File: src/rtl/mdu_sequencer.sv
// Iterative multiply/divide sequencer for the RISC-V M extension.
// Runs shift-add multiply or restoring divide over XLEN cycles and applies RISC-V sign/corner rules.
module mdu_sequencer #(
    parameter int XLEN  = 32,
    parameter int CNT_W = 6
) (
    input  logic            clk,
    input  logic            rst_n,
    input  logic            start,
    input  logic [2:0]      funct3,
    input  logic [XLEN-1:0] rs1,
    input  logic [XLEN-1:0] rs2,
    input  logic            flush,
    output logic            busy,
    output logic            stall,
    output logic            done,
    output logic [XLEN-1:0] result
);

    typedef enum logic [1:0] {
        IDLE = 2'd0,
        CALC = 2'd1,
        DONE = 2'd2
    } state_t;

    localparam logic [CNT_W-1:0] CNT_LAST = CNT_W'(XLEN - 1);
    localparam logic [CNT_W-1:0] CNT_ONE  = {{(CNT_W-1){1'b0}}, 1'b1};

    function automatic logic [XLEN-1:0] negate_x(input logic [XLEN-1:0] v);
        return ~v + {{(XLEN-1){1'b0}}, 1'b1};
    endfunction

    function automatic logic [2*XLEN-1:0] negate_2x(input logic [2*XLEN-1:0] v);
        return ~v + {{(2*XLEN-1){1'b0}}, 1'b1};
    endfunction

    state_t              state_r, state_nxt_s;
    logic [2:0]          funct3_r;
    logic [XLEN-1:0]     opb_r;
    logic [2*XLEN-1:0]   acc_r;
    logic [CNT_W-1:0]    cnt_r;
    logic                neg_a_r, neg_b_r, div_zero_r;
    logic [XLEN-1:0]     result_r;

    logic                accept_s, last_s;
    logic                sgn_a_s, sgn_b_s, neg_a_s, neg_b_s;
    logic [XLEN-1:0]     mag_a_s, mag_b_s;
    logic [2*XLEN-1:0]   acc_init_s, acc_nxt_s, prod_s;
    logic [XLEN-1:0]     opb_init_s, div_diff_s, quot_s, rem_s, res_s;
    logic [XLEN:0]       mul_sum_s, rem_sh_s;
    logic                div_ge_s;

    assign accept_s = (state_r == IDLE) && start && !flush;
    assign last_s   = (cnt_r == CNT_LAST);

    // State register
    always_ff @(posedge clk) begin
        if (!rst_n) begin
            state_r <= IDLE;
        end else begin
            state_r <= state_nxt_s;
        end
    end

    // Next-state logic; flush wins from any state
    always_comb begin
        state_nxt_s = state_r;
        if (flush) begin
            state_nxt_s = IDLE;
        end else begin
            case (state_r)
                IDLE:    state_nxt_s = start ? CALC : IDLE;
                CALC:    state_nxt_s = last_s ? DONE : CALC;
                DONE:    state_nxt_s = IDLE;
                default: state_nxt_s = IDLE;
            endcase
        end
    end

    // Control outputs decoded from state
    always_comb begin
        busy  = (state_r != IDLE);
        done  = (state_r == DONE);
        stall = accept_s || (state_r == CALC);
    end

    // Operand capture: signed-ness per opcode, magnitudes and initial accumulator
    always_comb begin
        sgn_a_s = (funct3 == 3'b001) || (funct3 == 3'b010) || (funct3 == 3'b100) || (funct3 == 3'b110);
        sgn_b_s = (funct3 == 3'b001) || (funct3 == 3'b100) || (funct3 == 3'b110);
        neg_a_s = sgn_a_s && rs1[XLEN-1];
        neg_b_s = sgn_b_s && rs2[XLEN-1];
        mag_a_s = neg_a_s ? negate_x(rs1) : rs1;
        mag_b_s = neg_b_s ? negate_x(rs2) : rs2;
        if (funct3[2]) begin
            acc_init_s = {{XLEN{1'b0}}, mag_a_s};
            opb_init_s = mag_b_s;
        end else begin
            acc_init_s = {{XLEN{1'b0}}, mag_b_s};
            opb_init_s = mag_a_s;
        end
    end

    // One iteration: shift-add multiply or restoring divide step
    always_comb begin
        acc_nxt_s  = acc_r;
        mul_sum_s  = {(XLEN+1){1'b0}};
        rem_sh_s   = {(XLEN+1){1'b0}};
        div_diff_s = {XLEN{1'b0}};
        div_ge_s   = 1'b0;
        if (funct3_r[2]) begin
            // Shifted remainder can reach XLEN+1 bits; the difference always fits XLEN
            rem_sh_s   = acc_r[2*XLEN-1:XLEN-1];
            div_ge_s   = (rem_sh_s >= {1'b0, opb_r});
            div_diff_s = rem_sh_s[XLEN-1:0] - opb_r;
            if (div_ge_s) begin
                acc_nxt_s = {div_diff_s, acc_r[XLEN-2:0], 1'b1};
            end else begin
                acc_nxt_s = {rem_sh_s[XLEN-1:0], acc_r[XLEN-2:0], 1'b0};
            end
        end else begin
            if (acc_r[0]) begin
                mul_sum_s = {1'b0, acc_r[2*XLEN-1:XLEN]} + {1'b0, opb_r};
            end else begin
                mul_sum_s = {1'b0, acc_r[2*XLEN-1:XLEN]};
            end
            acc_nxt_s = {mul_sum_s, acc_r[XLEN-1:1]};
        end
    end

    // Final result selection with sign fix and divide-by-zero override
    always_comb begin
        prod_s = (neg_a_r ^ neg_b_r) ? negate_2x(acc_nxt_s) : acc_nxt_s;
        quot_s = acc_nxt_s[XLEN-1:0];
        rem_s  = acc_nxt_s[2*XLEN-1:XLEN];
        case (funct3_r)
            3'b000:                 res_s = prod_s[XLEN-1:0];
            3'b001, 3'b010, 3'b011: res_s = prod_s[2*XLEN-1:XLEN];
            3'b100, 3'b101:         res_s = div_zero_r ? {XLEN{1'b1}} :
                                            ((neg_a_r ^ neg_b_r) ? negate_x(quot_s) : quot_s);
            3'b110, 3'b111:         res_s = neg_a_r ? negate_x(rem_s) : rem_s;
            default:                res_s = {XLEN{1'b0}};
        endcase
    end

    // Datapath registers: capture in IDLE, iterate in CALC, load result on the last step
    always_ff @(posedge clk) begin
        if (!rst_n) begin
            funct3_r   <= 3'b000;
            opb_r      <= {XLEN{1'b0}};
            acc_r      <= {(2*XLEN){1'b0}};
            cnt_r      <= {CNT_W{1'b0}};
            neg_a_r    <= 1'b0;
            neg_b_r    <= 1'b0;
            div_zero_r <= 1'b0;
            result_r   <= {XLEN{1'b0}};
        end else if (accept_s) begin
            funct3_r   <= funct3;
            opb_r      <= opb_init_s;
            acc_r      <= acc_init_s;
            cnt_r      <= {CNT_W{1'b0}};
            neg_a_r    <= neg_a_s;
            neg_b_r    <= neg_b_s;
            div_zero_r <= funct3[2] && (rs2 == {XLEN{1'b0}});
        end else if ((state_r == CALC) && !flush) begin
            acc_r <= acc_nxt_s;
            cnt_r <= cnt_r + CNT_ONE;
            if (last_s) begin
                result_r <= res_s;
            end
        end
    end

    assign result = result_r;

endmodule
File: config.mk
export PLATFORM = sky130hd
export DESIGN_NAME = mdu_sequencer
export DESIGN_NICKNAME = d
export VERILOG_FILES = /design/src/rtl/mdu_sequencer.sv
export SDC_FILE = /design/constraint.sdc
export NUM_CORES = 1
export LEC_CHECK = 0
export BUFFER_PORTS_ARGS = -buffer_cell sky130_fd_sc_hd__buf_4
export CAP_MARGIN = 5
export CORE_MARGIN = 5
export CORE_UTILIZATION = 36
export DETAILED_ROUTE_END_ITERATION = 6
export HOLD_SLACK_MARGIN = 0.15
export PLACE_DENSITY = 0.58
export SYNTH_ARGS = -nofsm -noshare
export SYNTH_HDL_FRONTEND = slang
export SYNTH_SLANG_ARGS = --single-unit
File: constraint.sdc
create_clock -name clk -period 4.43 [get_ports clk]
set_clock_uncertainty 0.15 [all_clocks]
set_input_delay 0.6645 -clock clk [delete_from_list [all_inputs] [get_ports clk]]
set_output_delay 0.6645 -clock clk [all_outputs]
set_load 0.03 [all_outputs]
==> metrics.md, run 1 <==
| Metric | Value |
|---|---|
| Share of flip-flops with an asynchronous set or reset | `0` |
| Worst stage delay on the critical path | `about 0.44 ns` |
| Combined area of the multi-input logic cells | `roughly 13000 µm²` |
| Number of flops mapped to enable cells by yosys | `0` |
| Clock power frac | `0.267` |
| Sequential cell area | `~2900 µm²` |
| Instance count after placement with tap cells included | `approximately 3200` |
| Path type of the worst min-delay path | `input pin to flip-flop` |
| Area enclosed by the die boundary | `between 50000 and 60000 µm²` |
| Total power after layout | `5.31 mW` |
| Cell type with the highest aggregate area in the netlist | `sky130_fd_sc_hd__dfxtp_1` |
| Post-route antenna net violation count | `0` |
| Maximum vdd drop | `0.314 mV` |
| Total Routing Usage GR | `0.311` |
| Number of placement rows | `slightly below 80` |
| Buffers added on ports | `between 100 and 150` |
| Average wire per cell in the routed design | `24.8 µm` |
| Area growth from synthesis to layout | `27.8%` |
| Vias in the first global route | `roughly 19000` |
| Synthesized flop and latch total | `roughly 140` |
| Via count of the routed design | `20000` |
| Top Ports | `106` |
| Crit path launch type | `flip-flop` |
| Height of the die | `about 220 µm` |
| Pin slew with the least headroom to its limit | `between 0.9 and 1 ns` |
| Buffers from clock root to sink, at most | `2` |
| Smallest hold slack | `approximately 0.29 ns` |
| Cell Chain, Critical Path | `ha_2 -> a21o_1 -> a21oi_1 -> a211oi_2 -> buf_4 -> o21ai_0 -> buf_4 -> a21oi_1 -> or4_1 -> a41oi_2 -> nand3b_1 -> nor3_1 -> buf_4 -> buf_4 -> a31o_1 -> a211o_1 -> a22o_1` |
| First-pass GRT wire length | `120000 µm` |
| # nets final | `2797` |
| Final setup vio count | `0` |
| Number of cells produced by synthesis | `2323` |
| Cell Count, Final, Fillers Out | `3269` |
| Start-to-end type of the worst setup path | `flip-flop to flip-flop` |
| Drt pass-1 iters | `5` |
| Final critical path time including I/O delays and setup | `roughly 4.4 ns` |
| Sort of element at the end of the critical path | `flip-flop` |
| Clock buffers created by TritonCTS | `17` |
| Sw power | `2.27 mW` |
| Die X | `224 µm` |
| Period utilization | `0.986` |
| Synthesized netlist net count | `about 2500` |
| Worst max-slew margin expressed relative to the limit | `0.331` |
| Power per unit of standard cell area | `roughly 250 nW/µm²` |
| Most common cell on crit path | `sky130_fd_sc_hd__buf_4` |
| Leading cell type by number of instances after synthesis | `sky130_fd_sc_hd__nand2_1` |
| Maximum number of pins on one net before global-route repair | `roughly 90` |
| Number of endpoints with negative hold slack in the final report | `0` |
| Sinks on the clock net | `roughly 140` |
| WL final | `~80000 µm` |
| Filler instances | `around 4800` |
| Prevailing post-synth register cell | `sky130_fd_sc_hd__dfxtp_1` |
| Run status | `complete, no violations` |
| Total negative slack for setup checks | `0 ns` |
| GRT overflow | `0` |
| Peak Freq | `between 200 and 250 MHz` |
| Post-layout utilization of the core | `0.465` |
| Cell at the root of the clock tree | `sky130_fd_sc_hd__clkbuf_16` |
| GP Congestion | `a little over 1` |
| Required time at the worst-slack endpoint | `around 4.7 ns` |
| Net switching fraction of the power | `0.428` |
| DRC violation total after the first TritonRoute iteration | `between 1500 and 2000` |
| Biggest area contributors in the synthesized netlist | `sky130_fd_sc_hd__dfxtp_1 17%, sky130_fd_sc_hd__nand2_1 7.1%, sky130_fd_sc_hd__ha_1 5.1%` |
| Synth top area share | `0.172` |
| DRC Markers | `0` |
| Clock H-tree levels | `4` |
| Sequential area share after synthesis | `0.172` |
| Number of distinct library cell variants in the gate-level netlist after synthesis | `110` |
| Logic gate share of total power | `0.473` |
| Core footprint | `roughly 45000 µm²` |
| Static power due to leakage | `about 8.6 nW` |
| Final max-slew violation count | `0` |
| Antenna violations before repair | `4` |
| Number of antenna repair diodes | `0` |
| Proportion of power drawn by flip-flops and latches | `0.260` |
| Arrival @ worst endpoint | `4.60 ns` |
| Design internal power | `slightly above 3 mW` |
| Worst-path clk slew | `around 0.070 ns` |
| Number of max-cap violations | `0` |
| Critical-path maximum fanout | `6` |
| Number of vias per cell after detailed routing | `about 6` |
| Most frequent cells after synthesis | `312 x sky130_fd_sc_hd__nand2_1, 178 x sky130_fd_sc_hd__nor2_1, 154 x sky130_fd_sc_hd__o21ai_0` |
| Layout cell share with drive strength beyond 1 | `0.241` |
| Combined area of all synthesized cells | `about 17000 µm²` |
| Crit-path slowest cell | `sky130_fd_sc_hd__or4_1` |
| Sum of net half-perimeters after detailed placement | `approximately 65000 µm` |
| Average size of a mapped cell | `~7.1 µm²` |
| Count of yosys warnings during synthesis | `0` |
| Clock latency on the worst-skew pair | `0.50 ns` |
| Initial Utilization | `0.364` |
| CTS tree | `yes` |
## power by group through the flow
| stage | sequential [mW] | clock, mW | combinational [mW] |
|---|---|---|---|
| detailed placement | 1.41 | 0 | 2.32 |
| global route | 1.39 | 1.49 | 2.65 |
| global placement | 1.41 | 0 | 2.31 |
| floorplan | 1.39 | 0 | 1.30 |
| finish | 1.38 | 1.42 | 2.51 |
| CTS | 1.38 | 1.44 | 2.36 |
## flip-flops by register name, summed over array words and instances (netlist names)
| name | count |
|---|---|
| acc_r | 64 |
| neg_a_r | 1 |
| funct3_r | 3 |
| cnt_r | 6 |
| state_r | 2 |
| result | 32 |
| neg_b_r | 1 |
| div_zero_r | 1 |
| opb_r | 32 |
## worst max-delay path: cells and delay by family (launching register included)
kind	cells	cell delay (ns)
AOI/OAI and AO/OA	9	2.01
and+or+nand+nor	3	0.72
buffers and inverters	4	0.64
DFF	1	0.38
adders and majority gates	1	0.33
## final timing paths
| kind | startpoint | end | slack [ns] | depth (start not counted) |
|---|---|---|---|---|
| worst max-delay path | acc_r[34] | result[27] | 0.06 | 17 |
| worst min-delay path | funct3[1] | funct3_r[1] | 0.29 | 3 |
| worst max register to register | acc_r[34] | result[27] | 0.06 | 17 |
| worst min register to register | result[20] | result[20] | 0.30 | 2 |
## timing repair
action / CTS / global route
hold buffers: 0 / 0
setup buffers: 0 / 14
gates cloned: 0 / 1
resized for setup: 18 / 86
pin swaps: 1 / 16
endpoints found under the setup margin: 7 / 27
## per-layer routing
metal	up-vias	routed length, µm	track usage
met1	9657	33900	0.398
li1	9333	-	-
met4	2	4290	0.149
met3	176	6260	0.0636
met2	857	36700	0.503
met5	-	11	0
## cell type report
type,count,share of cell area
multi-input combinational,1958,0.625
tap,600,0.0355
clock buffer,19,0.0205
sequential,142,0.135
timing repair buffer,467,0.167
inverter,70,0.0124
clock inverter,13,0.00502
## kinds of logic (layout without fill, tap and decap cells)
group                    count (synthesis)  in the layout  synth area share
buffers and inverters                  224            569            0.0570
adder cells (fa/ha/maj)                 70             70            0.0538
flip-flops                             142            142             0.172
multiplexers                            68             68            0.0416
XOR/XNOR                               140            140            0.0740
AND/OR/NAND/NOR                        850            850             0.251
AO/OA/AOI/OAI                          829            830             0.351
## metrics by stage
stage          area (µm²)  setup slack, ns
2_1_floorplan       16600           0.0822
3_3_place_gp        20100           -0.319
3_5_place_dp        20100           -0.357
4_1_cts             20700          -0.0244
5_1_grt             21200         -0.00807
6_report            21200           0.0626
## cells in the final DEF, fill, tap and decap left out, drive strengths merged, types with 18 or more instances in the layout
master / count
o31ai: 22
nor4: 31
a21boi: 60
ha: 68
nor2: 179
o21ai: 168
and3: 20
a21oi: 150
dfxtp: 142
nor2b: 32
clkbuf: 19
o211ai: 103
xnor2: 76
nand4: 31
mux2i: 61
nor3: 61
and2: 39
inv: 74
o21a: 33
buf: 467
xor2: 64
a21o: 33
a31oi: 30
nand2: 312
or3: 33
a211oi: 44
nand3: 39
nand2b: 19
a22oi: 18
Note: power is estimated with default switching activity, not from simulation.
==> inputs of run 2 (changes only) <==
- CORE_UTILIZATION: 36 -> 57
- PLACE_DENSITY: 0.58 -> 0.83
- REMOVE_ABC_BUFFERS: not set -> 1
==> run 2 against run 1 <==
The run now ends with DRC left; setup slack worse by 0.031 ns; via count increased by 1.9%; sequential power barely moved; wire length down 11%; global-route usage up 10 points; register-to-register slack worse by 0.03 ns; critical path type unchanged; critical endpoint is now result[28].
==> metrics.md, run 2 (synthesis gave the netlist of run 1 again) <==
| Metric | Value |
|---|---|
| Sort of element at the end of the critical path | `flip-flop` |
| Run status | `finished with violations` |
| Critical Path Stages | `16` |
| Launch point of the worst reg-to-reg path | `opb_r[1]` |
| CTS tree | `yes` |
| Worst stage delay on the critical path | `0.37 ns` |
| Clock H-tree levels | `4` |
| Number of vias per cell after detailed routing | `about 6.7` |
| Cell Chain, Critical Path | `inv_1 -> ha_1 -> nor2b_2 -> o2111a_1 -> o21ai_2 -> buf_4 -> and4_1 -> o21bai_1 -> xor2_1 -> a21oi_1 -> o211ai_1 -> buf_4 -> or2_2 -> o311a_1 -> or3_1 -> a32o_1` |
| Crit-path slowest cell | `sky130_fd_sc_hd__or3_1` |
| Global Route met2 Usage | `0.655` |
| Start-to-end type of the worst setup path | `flip-flop to flip-flop` |
| Layout cell share with drive strength beyond 1 | `0.234` |
| DRC Markers | `1` |
| Height of the die | `between 150 and 200 µm` |
| Area enclosed by the die boundary | `32600 µm²` |
| Path type of the worst min-delay path | `flip-flop to flip-flop` |
| Hold path start | `result[20]` |
| Die X | `180 µm` |
| # nets final | `approximately 2800` |
| Power per unit of standard cell area | `between 200 and 300 nW/µm²` |
| Post-Place Setup Slack | `-0.235 ns` |
| Most common cell on crit path | `sky130_fd_sc_hd__buf_4` |
| Violated checks | `DRC` |
| Buffers from clock root to sink, at most | `2` |
| WL final | `a little over 70000 µm` |
| Number of max-cap violations | `0` |
| Total Routing Usage GR | `0.415` |
| First-pass GRT wire length | `108000 µm` |
| Top Ports | `106` |
| Leading cell type in the layout, fill and taps excluded | `sky130_fd_sc_hd__buf_4` |
| Final max-slew violation count | `0` |
| Vias in the first global route | `slightly below 20000` |
| Peak Freq | `227 MHz` |
| Area growth from synthesis to layout | `25.8%` |
| Sinks on the clock net | `between 100 and 150` |
| Number of antenna repair diodes | `0` |
| Min setup slack post-route | `~0.032 ns` |
| Top Family by Delay on Critical Path | `compound AO/OA/AOI/OAI gates` |
| Number of placement rows | `62` |
| Period utilization | `0.993` |
| Critical-path maximum fanout | `4` |
| Crit path launch type | `flip-flop` |
| Pin slew with the least headroom to its limit | `around 1.2 ns` |
| Register-to-Register Setup Slack | `~0.032 ns` |
| Drt pass-1 iters | `7` |
| Final setup vio count | `0` |
| Sum of net half-perimeters after detailed placement | `between 50000 and 60000 µm` |
| Reg with most FFs | `acc_r` |
| Final critical path time including I/O delays and setup | `roughly 4.4 ns` |
| Worst max-slew margin expressed relative to the limit | `0.196` |
| GP Congestion | `between 1 and 1.5` |
| Average wire per cell in the routed design | `~24 µm` |
| Arrival @ worst endpoint | `~4.6 ns` |
| Buffers added on ports | `105` |
| Instance area after placement | `slightly below 20000 µm²` |
| Maximum number of pins on one net before global-route repair | `around 80` |
| Global-route met3 utilization | `0.112` |
| Clock latency on the worst-skew pair | `~0.44 ns` |
| Most utilized layer in the global route result | `met2` |
| Required time at the worst-slack endpoint | `roughly 4.6 ns` |
| Initial Utilization | `0.577` |
| Maximum vdd drop | `0.272 mV` |
| Core footprint | `~29000 µm²` |
| Beginning of the critical path | `opb_r[1]` |
| Antenna violations before repair | `1` |
| Max reg flops | `between 60 and 70` |
| GR Util met1 | `0.516` |
| Filler instances | `2304` |
| Number of endpoints with negative hold slack in the final report | `0` |
| Worst-case reg-to-reg path depth | `16` |
| DRC violation total after the first TritonRoute iteration | `roughly 2200` |
| Via count of the routed design | `between 20000 and 25000` |
| Post-route antenna net violation count | `0` |
| Post-route design area | `20800 µm²` |
| Most frequent cells in the layout | `439 x sky130_fd_sc_hd__buf_4, 310 x sky130_fd_sc_hd__nand2_1, 174 x sky130_fd_sc_hd__nor2_1` |
| Total power after layout | `5.34 mW` |
| Worst-path clk slew | `about 0.06 ns` |
| GRT overflow | `0` |
| Static power due to leakage | `8.41 nW` |
| Cell count of the worst hold path | `2` |
| Sum of buffers and inverters on the critical path | `3` |
| Cell at the root of the clock tree | `sky130_fd_sc_hd__clkbuf_16` |
| Clock buffers created by TritonCTS | `17` |
## run 2: cell count changes in the layout (fill, tap and decap cells not counted), moves of 3 or more
cell	delta
sky130_fd_sc_hd__inv_6	-4
sky130_fd_sc_hd__buf_4	-26
sky130_fd_sc_hd__a21oi_1	+3
sky130_fd_sc_hd__bufinv_16	+3
sky130_fd_sc_hd__ha_4	+9
sky130_fd_sc_hd__clkinv_4	-4
sky130_fd_sc_hd__a21oi_2	-3
sky130_fd_sc_hd__clkbuf_1	+3
sky130_fd_sc_hd__ha_1	-10
## run 2: what timing repair did
item	in CTS	in global routing
endpoints found under the setup margin	14	21
hold buffers	0	0
pin swaps	6	19
gates resized for setup	11	103
buffers inserted	6	15
## run 2: final cells by class
| class | count | area [µm²] | area share |
|---|---|---|---|
| Tap cell | 384 | 480 | 0.0231 |
| Clock buffer | 24 | 472 | 0.0226 |
| Timing Repair Buffer | 442 | 3340 | 0.160 |
| Multi-Input combinational cell | 1957 | 13300 | 0.639 |
| Clock inverter | 6 | 110 | 0.00529 |
| Inverter | 70 | 263 | 0.0126 |
| Sequential cell | 142 | 2860 | 0.137 |
## run 2: path summary, 6_finish.rpt
check | endpoint
hold / removal | result[20]
setup / recovery | result[28]
hold reg to reg | result[20]
setup reg to reg | result[28]
## run 2: worst reg2reg max path: stages, from the launching register on
cell	delay (ns)
sky130_fd_sc_hd__dfxtp_1	0.35
sky130_fd_sc_hd__inv_1	0.06
sky130_fd_sc_hd__ha_1	0.34
sky130_fd_sc_hd__nor2b_2	0.20
sky130_fd_sc_hd__o2111a_1	0.27
sky130_fd_sc_hd__o21ai_2	0.23
sky130_fd_sc_hd__buf_4	0.17
sky130_fd_sc_hd__and4_1	0.28
sky130_fd_sc_hd__o21bai_1	0.14
sky130_fd_sc_hd__xor2_1	0.18
sky130_fd_sc_hd__a21oi_1	0.30
sky130_fd_sc_hd__o211ai_1	0.24
sky130_fd_sc_hd__buf_4	0.21
sky130_fd_sc_hd__or2_2	0.29
sky130_fd_sc_hd__o311a_1	0.28
sky130_fd_sc_hd__or3_1	0.37
sky130_fd_sc_hd__a32o_1	0.22
## run 2: routing by layer
metal  vias to the layer above  wire length, µm  share of wire
met2                      1358            31600           0.44
li1                       9275                -              -
met3                       312             8770           0.12
met5                         -                0              0
met4                         0             4780          0.066
met1                      9463            26900           0.37
## run 2: per-stage QoR
| step | hold WS [ns] | setup TNS, ns | utilization | cells |
|---|---|---|---|---|
| 2_1_floorplan | 0.298 | -212.55 | - | 2169 |
| 6_report | 0.288 | 0 | 0.726 | 3025 |
| 3_5_place_dp | 0.282 | -1.16 | 0.682 | 2974 |
| 3_3_place_gp | 0.275 | -0.519 | 0.682 | 2974 |
| 4_1_cts | 0.291 | -0.0000178 | 0.705 | 3010 |
| 5_1_grt | 0.328 | -0.369 | 0.726 | 3025 |
## run 2: report_power, final
part           switching [mW]  internal [mW]  total, mW  leakage, nW
clock network           0.603          0.910       1.51        0.276
logic                    1.45          0.988       2.44         6.97
registers              0.0586           1.32       1.38         1.16
total                    2.11           3.22       5.34         8.41
